<file path="config.mk">
export PLATFORM = sky130hd
export DESIGN_NAME = decode_strobe_sequencer_flat
export DESIGN_NICKNAME = d
export VERILOG_FILES = /design/src/rtl/decode_strobe_sequencer_if.sv /design/src/rtl/decode_strobe_sequencer.sv /design/src/flat_wrapper.sv
export SDC_FILE = /design/constraint.sdc
export NUM_CORES = 1
export LEC_CHECK = 0
export BUFFER_PORTS_ARGS = -buffer_cell sky130_fd_sc_hd__buf_4
export CORE_AREA = 5 5 42 44
export DETAILED_ROUTE_END_ITERATION = 7
export DIE_AREA = 0 0 47 49
export PLACE_DENSITY = 0.58
export SLEW_MARGIN = 20
export SYNTH_ARGS = -nofsm -noshare
export SYNTH_HDL_FRONTEND = slang
export SYNTH_SLANG_ARGS = --single-unit
</file>
<file path="constraint.sdc">
create_clock -name clk -period 1.85 [get_ports clk]
set_input_delay 0.185 -clock clk [delete_from_list [all_inputs] [get_ports clk]]
set_output_delay 0.185 -clock clk [all_outputs]
set_load 0.01 [all_outputs]
</file>
<file path="src/rtl/decode_strobe_sequencer_if.sv">
// Request and decoder-drive bundle for decode_strobe_sequencer.
// The requester uses master; the sequencer uses slave.
interface decode_strobe_sequencer_if #(
  parameter int WIDTH_IN = 3
);
  logic                req_valid;
  logic [WIDTH_IN-1:0] req_addr;
  logic                req_ready;
  logic [WIDTH_IN-1:0] addr_out;
  logic                en_out;
  logic                busy;
  logic                done;
  logic                err;

  modport master (
    output req_valid,
    output req_addr,
    input  req_ready,
    input  addr_out,
    input  en_out,
    input  busy,
    input  done,
    input  err
  );

  modport slave (
    input  req_valid,
    input  req_addr,
    output req_ready,
    output addr_out,
    output en_out,
    output busy,
    output done,
    output err
  );
endinterface

</file>
<file path="src/rtl/decode_strobe_sequencer.sv">
// Sequences address setup, enable strobe and hold for a 138-style decoder.
// Every output is a flop, so decoder inputs never glitch.
module decode_strobe_sequencer #(
  parameter int WIDTH_OUT     = 8,
  parameter int WIDTH_IN      = $clog2(WIDTH_OUT),
  parameter int SETUP_CYCLES  = 1,
  parameter int STROBE_CYCLES = 1,
  parameter int HOLD_CYCLES   = 1
) (
  input logic                       clk,
  input logic                       reset,
  decode_strobe_sequencer_if.slave  sif
);

  localparam int MAX_ST = (SETUP_CYCLES > STROBE_CYCLES) ?
                          SETUP_CYCLES : STROBE_CYCLES;
  localparam int MAX_C  = (MAX_ST > HOLD_CYCLES) ?
                          MAX_ST : HOLD_CYCLES;
  localparam int CW     = $clog2(MAX_C + 1);

  localparam logic [CW-1:0] S_LD = CW'(SETUP_CYCLES - 1);
  localparam logic [CW-1:0] T_LD = CW'(STROBE_CYCLES - 1);
  localparam logic [CW-1:0] H_LD = CW'(HOLD_CYCLES - 1);

  if (STROBE_CYCLES < 1) begin : g_bad_strobe
    $error("STROBE_CYCLES must be at least 1");
  end
  if (WIDTH_IN < $clog2(WIDTH_OUT)) begin : g_bad_width
    $error("WIDTH_IN too narrow for WIDTH_OUT");
  end

  typedef enum logic [1:0] {
    IDLE,
    SETUP,
    STROBE,
    HOLD
  } state_e;

  state_e              state_q;
  logic [CW-1:0]       cnt_q;
  logic [WIDTH_IN-1:0] addr_q;
  logic                en_q;
  logic                busy_q;
  logic                done_q;
  logic                err_q;
  logic                ready_q;

  logic                xz;
  logic                bad;

  // x/z on the address is only meaningful in simulation
`ifdef SYNTHESIS
  assign xz = 1'b0;
`else
  assign xz = $isunknown(sif.req_addr);
`endif

  assign bad = xz ||
               (32'(sif.req_addr) >= 32'(WIDTH_OUT));

  always_ff @(posedge clk or posedge reset) begin
    if (reset) begin
      state_q <= IDLE;
      cnt_q   <= '0;
      addr_q  <= '0;
      en_q    <= 1'b0;
      busy_q  <= 1'b0;
      done_q  <= 1'b0;
      err_q   <= 1'b0;
      ready_q <= 1'b1;
    end else begin
      done_q <= 1'b0;
      err_q  <= 1'b0;
      unique case (state_q)
        IDLE: begin
          if (sif.req_valid && ready_q) begin
            if (bad) begin
              err_q <= 1'b1;
            end else begin
              addr_q  <= sif.req_addr;
              busy_q  <= 1'b1;
              ready_q <= 1'b0;
              if (SETUP_CYCLES > 0) begin
                state_q <= SETUP;
                cnt_q   <= S_LD;
              end else begin
                state_q <= STROBE;
                cnt_q   <= T_LD;
                en_q    <= 1'b1;
              end
            end
          end
        end
        SETUP: begin
          if (cnt_q == '0) begin
            state_q <= STROBE;
            cnt_q   <= T_LD;
            en_q    <= 1'b1;
          end else begin
            cnt_q <= cnt_q - CW'(1);
          end
        end
        STROBE: begin
          if (cnt_q == '0) begin
            en_q <= 1'b0;
            if (HOLD_CYCLES > 0) begin
              state_q <= HOLD;
              cnt_q   <= H_LD;
            end else begin
              state_q <= IDLE;
              cnt_q   <= '0;
              busy_q  <= 1'b0;
              ready_q <= 1'b1;
              done_q  <= 1'b1;
            end
          end else begin
            cnt_q <= cnt_q - CW'(1);
          end
        end
        HOLD: begin
          if (cnt_q == '0) begin
            state_q <= IDLE;
            cnt_q   <= '0;
            busy_q  <= 1'b0;
            ready_q <= 1'b1;
            done_q  <= 1'b1;
          end else begin
            cnt_q <= cnt_q - CW'(1);
          end
        end
      endcase
    end
  end

  assign sif.req_ready = ready_q;
  assign sif.addr_out  = addr_q;
  assign sif.en_out    = en_q;
  assign sif.busy      = busy_q;
  assign sif.done      = done_q;
  assign sif.err       = err_q;

endmodule

</file>
<file path="src/flat_wrapper.sv">
// flat-port wrapper written by rule: the top's interface ports become plain ports
module decode_strobe_sequencer_flat 
#(
  parameter int WIDTH_OUT     = 8,
  parameter int WIDTH_IN      = $clog2(WIDTH_OUT),
  parameter int SETUP_CYCLES  = 1,
  parameter int STROBE_CYCLES = 1,
  parameter int HOLD_CYCLES   = 1
)
  (clk, reset, sif_req_valid, sif_req_addr, sif_req_ready, sif_addr_out, sif_en_out, sif_busy, sif_done, sif_err);
  decode_strobe_sequencer_if #(.WIDTH_IN(WIDTH_IN)) sif_i ();
  input logic clk;
  input logic reset;
  input wire logic [$bits(sif_i.req_valid)-1:0] sif_req_valid;
  input wire logic [$bits(sif_i.req_addr)-1:0] sif_req_addr;
  output wire logic [$bits(sif_i.req_ready)-1:0] sif_req_ready;
  output wire logic [$bits(sif_i.addr_out)-1:0] sif_addr_out;
  output wire logic [$bits(sif_i.en_out)-1:0] sif_en_out;
  output wire logic [$bits(sif_i.busy)-1:0] sif_busy;
  output wire logic [$bits(sif_i.done)-1:0] sif_done;
  output wire logic [$bits(sif_i.err)-1:0] sif_err;
  assign sif_i.req_valid = sif_req_valid;
  assign sif_i.req_addr = sif_req_addr;
  assign sif_req_ready = sif_i.req_ready;
  assign sif_addr_out = sif_i.addr_out;
  assign sif_en_out = sif_i.en_out;
  assign sif_busy = sif_i.busy;
  assign sif_done = sif_i.done;
  assign sif_err = sif_i.err;
  decode_strobe_sequencer #(.WIDTH_OUT(WIDTH_OUT), .WIDTH_IN(WIDTH_IN), .SETUP_CYCLES(SETUP_CYCLES), .STROBE_CYCLES(STROBE_CYCLES), .HOLD_CYCLES(HOLD_CYCLES)) u_core (.clk(clk), .reset(reset), .sif(sif_i));
endmodule
</file>
; Word level (Yosys, flattened, before mapping)
; Cells that the tools add are included.
[totals]
register_bits = 10
inputBits = 6
wordCells = 40
[classes]
add_sub_neg = 1
n_eq_ne = 7
mux = 16
n_reduce_logical = 9
[ops]
columns = cell, count
row1 = $mux W2, 4
row2 = $pmux W1 S2, 4
row3 = $pmux W2 S4, 1
row4 = $mux W1, 7
row5 = $ne A2 B2 Y1 const B, 3
row6 = $reduce_and A3 Y1, 2
row7 = $eq A2 B2 Y1 const B, 2
row8 = $reduce_and A4 Y1, 1
row9 = $reduce_bool A2 Y1, 2
row10 = $reduce_or A3 Y1, 1
row11 = $eq A2 B1 Y1 const B, 1
row12 = $logic_not A2 Y1, 1
row13 = $ne A2 B1 Y1 const B, 1
row14 = $reduce_and A2 Y1, 1
row15 = $logic_and A1 B1 Y1, 1
row16 = $sub A1 B1 Y1 const B, 1

; Depth between registers and ports, before layout
; Gate-level depths: netlist of run 1.
[logic_depth]
word_depth = 3
depth_mapped = 5
depth_no_buf = 5

; Worst setup path before layout of run 1
; OpenSTA, ideal clock, no wires.
[synth_path]
path_type = register -> register
start = register u_core.state_q[0]
end = register u_core.addr_q[0], in the netlist u_core.sif.addr_out[0]
setup_time_ns = 0.125
arrival_time_ns = 1.178
path_slack_ns = 0.547
path_stages_with_launch = 5
path_buffers = 0
period_less_slack_ns = 1.303
path_cell_list = dfrtp_1 > inv_1 > ha_1 > nand3_4 > mux2_4
[synth_via]
elab_chain_cells = 2
[synth_rtl]
columns = element, line
row1 = from (decl), decode_strobe_sequencer.sv:39  ; state_e state_q;
row2 = from (signal assigned), decode_strobe_sequencer.sv:63  ; state_q <= IDLE;
row3 = from (signal assigned), decode_strobe_sequencer.sv:84  ; state_q <= SETUP;
row4 = from (signal assigned), decode_strobe_sequencer.sv:87  ; state_q <= STROBE;
row5 = $logic_not A2 Y1, decode_strobe_sequencer.sv:74  ; unique case (state_q)
row6 = $reduce_and A2 Y1 (no source line), -
row7 = to (signal assigned), decode_strobe_sequencer.sv:80  ; addr_q <= sif.req_addr;
row8 = to (decl), decode_strobe_sequencer.sv:41  ; logic [WIDTH_IN-1:0] addr_q;
; No other way between the ends.
; A chain may end at the register's enable or synchronous reset.

; Worst setup path after layout of run 1
; Ends and elaborated chain as after synthesis.

==> results of run 1 <==
==> timing repair <==
| action | 4_1_cts | 5_1_grt |
|---|---|---|
| hold buffers | 1 | 0 |
| hold endpoints to repair | 8 | 0 |
| buffers inserted | 0 | 0 |
==> cell usage after synthesis (all sizes together) <==
master  number  area share, %
a31oi        2            2.9
ha           4             11
mux2         4             13
buf          1            1.7
conb         1           0.86
o21ai        1            1.1
dfstp        1            6.0
a21oi        3            3.4
a22oi        1            1.7
nand3        1            4.0
dfrtp        8             46
nor2         2            1.7
nand2        2            1.7
inv          5            4.3
==> where the power goes <==
| group | internal [mW] | total, mW | switching (mW) |
|---|---|---|---|
| sequential | 0.304 | 0.376 | 0.0724 |
| clock | 0.0832 | 0.153 | 0.0696 |
| combinational | 0.251 | 0.469 | 0.218 |
| total | 0.638 | 0.998 | 0.360 |
==> logic make-up (layout without fill, tap and decap cells) <==
logic type,after synthesis,after routing
other,1,1
multiplexers,4,4
AND/OR/NAND/NOR,5,5
buffers and inverters,6,22
AO/OA/AOI/OAI,7,7
flip-flops,9,9
adder cells (fa/ha/maj),4,4
==> metrics by stage <==
stage          total power [mW]  utilization, %  cells  hold WS, ns  instance area (sq um)
2_1_floorplan            0.6735               -     36      0.01220                  435.4
3_3_place_gp             0.8438           38.39     63       0.1707                  538.0
3_5_place_dp             0.8548           38.39     63       0.1732                  538.0
4_1_cts                   1.015           40.98     68       0.1206                  574.3
5_1_grt                   1.081           40.98     68       0.1266                  574.3
6_report                 0.9980           40.98     68       0.1274                  574.3
==> state kept, by name, indices dropped and copies added (netlist names) <==
name / count
u_core.sif.addr_out: 3
u_core.sif.busy: 1
u_core.sif.done: 1
u_core.sif.en_out: 1
u_core.sif.req_ready: 1
u_core.state_q: 2
==> area by class of cell <==
class                      instances  area (sq um)
fill                             149         827.0
sequential                         9         226.5
multi-input combinational         21         182.7
timing repair buffer              13         100.1
clock buffer                       4         26.28
tap                               16         20.02
inverter                           5         18.77
==> per-layer routing <==
metal  GRT usage, %  up-vias  part of all wire, %
li1               -      149                    -
met1          8.784      158                   36
met2          11.99        9                   53
met3          6.273        2                  9.8
met4          4.147        0                  1.4
met5              0        -                    0
==> worst max path at each step <==
stage | start | to | slack [ns] | cells after the start
floorplan | u_core.state_q[0] | u_core.sif.addr_out[0] | 0.55 | 4
CTS | u_core.state_q[0] | u_core.sif.addr_out[0] | 0.43 | 4
global route | u_core.state_q[0] | u_core.sif.addr_out[0] | 0.37 | 4
global placement | u_core.state_q[0] | u_core.sif.addr_out[0] | 0.50 | 4
detailed placement | u_core.state_q[0] | u_core.sif.addr_out[0] | 0.44 | 4
finish | u_core.state_q[0] | u_core.sif.addr_out[0] | 0.45 | 4
==> impl_metrics.toml, run 1 <==
[outcome]
status = "finished clean"

[worst_hold_path]
hold_end = "u_core.sif.req_ready"
min_path_type = "input pin to flop"
hold_start = "sif_req_valid"
hold_path_depth = 2

[cts]
ctsResizeCount = 0
ctsHtreeMaxLevel = 1
cts_max_path_buffers = 2
path_clk_slew_ns = 0.06
clk_latency_ns = 0.26
tritoncts = "yes"
cts_root_buf = "clkbuf_4"
cts_num_sinks = 9
numCtsBuffers = 3

[route]
via_per_inst = 4.676
avgRoutedWirePerCell_um = 11.90
ant_nets = 0
routed_wl_um = 809
drtIter0Drc = 7
drc_errors = 0
drt-pass1-iter-count = 4
vias = 318

[layout]
mostFrequentLayoutCells = "buf_4, dfrtp_1, inv_1, ha_1"
area_growth_pct = 31.90
fin_nets = 63
final_common_cell = "buf_4"
drive_gt1_share_pct = 40.38
n_antenna_cell = 0

[critical_path]
cp.arrival_ns = 1.55
required_ns = 2.00
endpoint_kind = "flop"
crit_slowest_cell = "dfrtp_1"
reg2reg_to = "u_core.sif.addr_out[0]"
r2r-start = "u_core.state_q[0]"
path_cells = "inv_1, ha_1, nand3_4, mux2_4"
max_stage_delay_ns = 0.40
critPathBufInv = 1
crit_family = "flip-flops"
crit_fanout = 7
critical_path_class = "flop to flop"
reg2reg_slack_ns = 0.45
cp-start-kind = "flop"
r2r_cells = 4

[logic_synthesis]
yosysSeqAreaShare_pct = 52.01
synth-simple-area-share_pct = 7.471
yosys.area_share.adder_pct = 11.49
synth_mux_area_share_pct = 12.93
avgSynthCellArea_sq_um = 12.09
ys_types = 15
syn_area_sq_um = 435.4
synth_nets = 46
synth_top_family_by_area = "multiplexers"
synth_cells = 36
synth_compound_area_share_pct = 9.195
yosys_register_bits = 9
post_synth_xor_area_fraction_pct = 0
ys.warnings.count = 0

[global_routing]
antenna_found_initial = 0
grt_pass1_wl_mm = 1.311
grt_max_degree = 10
grt_overflow = 0
grt_pass1_vias = 305
grt_use_total_pct = 8.375

[timing]
timing.final.hold_violations = 0
timing.final.crit_period_ns = 1.403
drv_slew = 0
period_share_pct = 75.85
final.setup.worst_slack_ns = 0.4468
timing.setup.tns_ns = 0
max_freq_mhz = 712.6
rsz0062_at_grt = "no"
setup_violations = 0
fin_skew_ns = 0.004676

[die]
pin_count = 14
rows = 14
die_x_um = 47
start_util_pct = 31.07
die_area_sq_um = 2303
core_area_sq_um = 1401
die_y_um = 49

[power_and_ir_drop]
power_density_nw_per_um2 = 1738
p_leak_nw = 0.2883
ir_drop_v = 0.0008618

[placed_design]
io_buffers = 12
dp_hpwl_um = 646.1
gp_congestion = 0.7003
pre_cts_ws_ns = 0.4427

[flow_run]
maxCapViolations = 0
Power figures use the tool's default switching activity.
==> run 2, diff against run 1 <==
==> constraint.sdc (replaced) <==
create_clock -name clk -period 1.5 [get_ports clk]
set_input_delay 0.15 -clock clk [delete_from_list [all_inputs] [get_ports clk]]
set_output_delay 0.15 -clock clk [all_outputs]
set_load 0.01 [all_outputs]
==> run 2 against run 1 <==
  * Clock power increased by 20%
  * Wire length decreased by 1.7%
  * Clock skew decreased by 0.0013 ns
  * Final area increased by 1.3%
  * Core utilization increased by 0.54 points
  * Sequential power increased by 19%
  * Flip-flop and latch count unchanged
  * Setup slack got worse by 0.34 ns
  * Highest routed layer unchanged
==> impl_metrics.toml, run 2 (synthesized netlist as in run 1, its figures left out) <==
[die]
pin_count = 14
die_y_um = 49
core_area_sq_um = 1401
rows = 14
die_area_sq_um = 2303
start_util_pct = 31.07
die_x_um = 47

[timing]
timing.setup.tns_ns = 0
period_share_pct = 92.86
timing.final.hold_violations = 0
fin_skew_ns = 0.003335
timing.final.crit_period_ns = 1.393
drv_slew = 0
final.setup.worst_slack_ns = 0.1070
whs_ns = 0.09002
max_freq_mhz = 717.9
rsz0062_at_grt = "no"
setup_violations = 0

[placed_design]
io_buffers = 12
pre_cts_ws_ns = 0.1060
dp_hpwl_um = 619.1
gp_congestion = 0.7092

[global_routing]
grt_overflow = 0
use_met3_pct = 5.535
grt_use_total_pct = 8.529
grtUsageMet2_pct = 11.76
grt_pass1_wl_mm = 1.359
antenna_found_initial = 0
grt_pass1_vias = 339
grt_busiest_layer = "met2"
grt_max_degree = 10
use_met1_pct = 9.276

[layout]
drive_gt1_share_pct = 41.51
multi_input_area_sq_um = 182.7
n_antenna_cell = 0
final_common_cell = "buf_4"
fin_nets = 64
largest_reg_flops = 3
fillCellCount = 143
mostFrequentLayoutCells = "buf_4, dfrtp_1, inv_1, ha_1"
final-seq-area_sq_um = 226.5
area_growth_pct = 33.62

[cts]
path_clk_slew_ns = 0.06
ctsResizeCount = 0
tritoncts = "yes"
cts_max_path_buffers = 2
numCtsBuffers = 3
post_cts_buffers = 0
cts_num_sinks = 9
clk_latency_ns = 0.26
postCtsHoldBufs = 1
cts_root_buf = "clkbuf_4"
ctsHtreeMaxLevel = 1

[power_and_ir_drop]
internal_power_mw = 0.8034
switching_power_mw = 0.4385
power_frac_clock_pct = 14.8
power_frac_seq_pct = 36.2
ir_drop_v = 0.0009414
swShare_pct = 35.31
comb_power_share_pct = 49.1
power_density_nw_per_um2 = 2135
p_leak_nw = 0.2931

[critical_path]
critical_path.endpoint = "u_core.sif.addr_out[0]"
crit_family = "flip-flops"
r2r_cells = 4
path_cells = "inv_1, ha_1, nand3_4, mux2_4"
reg2reg_slack_ns = 0.11
path_depth = 4
startpoint = "u_core.state_q[0]"
required_ns = 1.64
cp-start-kind = "flop"
reg2reg_to = "u_core.sif.addr_out[0]"
endpoint_kind = "flop"
crit_fanout = 7
max_stage_delay_ns = 0.39
crit_slowest_cell = "dfrtp_1"
critical_path_class = "flop to flop"
r2r-start = "u_core.state_q[0]"
critPathBufInv = 1
cp.arrival_ns = 1.54

[outcome]
status = "finished clean"

[route]
drc_errors = 0
drtIter0Drc = 0
drt-pass1-iter-count = 1
vias = 310
routed_wl_um = 795
via_per_inst = 4.493
ant_nets = 0
avgRoutedWirePerCell_um = 11.52

[flow_run]
maxCapViolations = 0

[worst_hold_path]
min_path_type = "input pin to flop"
run 2: cell types whose count changed in the layout (fill, tap and decap cells not counted), sizes merged:
| cell | delta |
|---|---|
| buf | +1 |
run 2: power by group through the flow:
stage / clock [mW] / sequential (mW) / combinational [mW]
finish: 0.183 / 0.449 / 0.609
global route: 0.205 / 0.464 / 0.684
CTS: 0.193 / 0.452 / 0.625
detailed placement: 0 / 0.455 / 0.614
global placement: 0 / 0.453 / 0.606
floorplan: 0 / 0.497 / 0.334
run 2: layer usage:
metal	vias up	part of all wire (%)
met5	-	0
met4	0	1.5
met3	2	8.4
met2	10	48
met1	147	42
li1	151	-
run 2: layout make-up:
class                           count  share of cell area (%)
Clock buffer                        4                   4.516
Inverter                            5                   3.226
Multi-Input combinational cell     21                   31.40
Sequential cell                     9                   38.92
Tap cell                           16                   3.441
Timing Repair Buffer               14                   18.49
run 2: per-stage QoR:
stage          cell area (sq um)  utilization (%)  power (mW)  instances
2_1_floorplan              435.4                -      0.8307         36
3_3_place_gp               545.5            38.93       1.059         64
3_5_place_dp               545.5            38.93       1.069         64
4_1_cts                    581.8            41.52       1.269         69
5_1_grt                    581.8            41.52       1.352         69
6_report                   581.8            41.52       1.242         69
run 2: how the worst min path moves through the flow:
stage / cells after the start / slack (ns) / from / end
floorplan: 1 / -0.02 / reset / u_core.sif.addr_out[0]
global placement: 2 / 0.14 / reset / u_core.sif.en_out
detailed placement: 2 / 0.14 / reset / u_core.sif.en_out
CTS: 2 / 0.08 / sif_req_valid / u_core.sif.req_ready
global route: 2 / 0.1 / sif_req_valid / u_core.sif.req_ready
finish: 2 / 0.09 / sif_req_valid / u_core.sif.req_ready
==> run 3, diff against run 2 <==
==> constraint.sdc (replaced) <==
create_clock -name clk -period 1.5 [get_ports clk]
set_input_delay 0 -clock clk [delete_from_list [all_inputs] [get_ports clk]]
set_output_delay 0 -clock clk [all_outputs]
set_load 0.01 [all_outputs]
==> run 3 against run 2 <==
  * Critical endpoint unchanged
  * Clock-buffer cell count is the same
  * Clock power barely moved
  * Largest cell class unchanged
  * Final cell count is 5.8% higher
  * Via count is 4.5% higher
  * Largest power group unchanged
==> impl_metrics.toml, run 3 (synthesized netlist as in run 1, its figures left out) <==
[outcome]
status = "finished clean"

[critical_path]
max_stage_delay_ns = 0.39
endpoint_kind = "flop"
crit_slowest_cell = "dfrtp_1"
cp.arrival_ns = 1.54
path_cells = "inv_1, ha_1, nand3_4, mux2_4"
r2r-start = "u_core.state_q[0]"
reg2reg_slack_ns = 0.11
critical_path_class = "flop to flop"
crit_fanout = 7
cp-start-kind = "flop"
reg2reg_to = "u_core.sif.addr_out[0]"
r2r_cells = 4
startpoint = "u_core.state_q[0]"
required_ns = 1.64

[layout]
final_common_cell = "buf_4"
final-seq-area_sq_um = 226.5
area_growth_pct = 42.82
fin_nets = 68
multi_input_area_sq_um = 182.7
largest_reg_flops = 3
fin_util_pct = 44.38
fillCellCount = 139
drive_gt1_share_pct = 38.60
mostFrequentLayoutCells = "buf_4, dfrtp_1, inv_1, dlygate4sd3_1, ha_1"
final_cells = 73
n_antenna_cell = 0

[route]
via_per_inst = 4.438
dr_wl_met2_um = 407
top_layer_used = "met4"
avgRoutedWirePerCell_um = 11.37
routed_wl_um = 830
drc_errors = 0
wirelength_met1_um = 346
wl_met3_um = 64
vias = 324
drtIter0Drc = 0
ant_nets = 0
drt-pass1-iter-count = 1

[flow_run]
maxCapViolations = 0

[cts]
postCtsHoldBufs = 5
cts_max_path_buffers = 2
ctsHtreeMaxLevel = 1
clk_latency_ns = 0.26
cts_root_buf = "clkbuf_4"
tritoncts = "yes"
post_cts_buffers = 0
path_clk_slew_ns = 0.06
numCtsBuffers = 3
cts_num_sinks = 9
ctsResizeCount = 0

[placed_design]
gp_congestion = 0.7092
pre_cts_ws_ns = 0.1060
io_buffers = 12
place_inst = 64
dp_hpwl_um = 619.1

[global_routing]
antenna_found_initial = 0
grt_max_degree = 10
grt_pass1_wl_mm = 1.400
grt_overflow = 0
grt_use_total_pct = 8.813
grt_pass1_vias = 349

[timing]
drv_slew = 0
rsz0062_at_grt = "no"
max_freq_mhz = 717.7
period_share_pct = 92.89
setup_violations = 0
final.setup.worst_slack_ns = 0.1067
fin_skew_ns = 0.002935
timing.final.hold_violations = 0
timing.final.crit_period_ns = 1.393
timing.setup.tns_ns = 0

[die]
pin_count = 14
die_area_sq_um = 2303
start_util_pct = 31.07
core_area_sq_um = 1401
die_x_um = 47
die_y_um = 49
rows = 14

[power_and_ir_drop]
power.total_mw = 1.251
ir_drop_v = 0.0009516
p_leak_nw = 0.3098
power_density_nw_per_um2 = 2012

[worst_hold_path]
min_path_type = "input pin to async pin"
[run 3: cell types whose count changed in the layout (fill, tap and decap cells not counted)]
| cell | change |
|---|---|
| dlygate4sd3_1 | +4 |
[run 3: through the flow]
| stage | hold slack, ns | instance area, sq um |
|---|---|---|
| after global placement | -0.01218 | 545.5 |
| after floorplan | -0.1728 | 435.4 |
| final | 0.2676 | 621.8 |
| after detailed placement | -0.008190 | 545.5 |
| after CTS | 0.2647 | 621.8 |
| after global routing | 0.3011 | 621.8 |
[run 3: cell type report]
class / count / area share [%]
Timing Repair Buffer: 18 / 23.74
Sequential cell: 9 / 36.42
Clock buffer: 4 / 4.225
Multi-Input combinational cell: 21 / 29.38
Tap cell: 16 / 3.219
Inverter: 5 / 3.018
[run 3: worst max path at each step]
stage                              to  slack [ns]
6_report       u_core.sif.addr_out[0]        0.11
2_1_floorplan  u_core.sif.addr_out[0]        0.20
3_5_place_dp   u_core.sif.addr_out[0]        0.11
4_1_cts        u_core.sif.addr_out[0]         0.1
5_1_grt        u_core.sif.addr_out[0]        0.04
3_3_place_gp   u_core.sif.addr_out[0]        0.16
[run 3: power by group]
group	internal (mW)	switching (mW)
clock network	0.102	0.0809
logic	0.334	0.285
registers	0.374	0.0740
[run 3: routing by layer]
metal | GRT usage [%] | vias up
li1 | - | 159
met3 | 5.535 | 2
met5 | 0 | -
met4 | 5.530 | 0
met1 | 9.276 | 153
met2 | 12.67 | 10
[run 3: worst max-delay path, delay by kind of cell (launching register included)]
kind | cells | cell delay (ns)
adder cells (fa/ha/maj) | 1 | 0.31
AND/OR/NAND/NOR | 1 | 0.15
flip-flops | 1 | 0.39
multiplexers | 1 | 0.32
buffers and inverters | 1 | 0.10
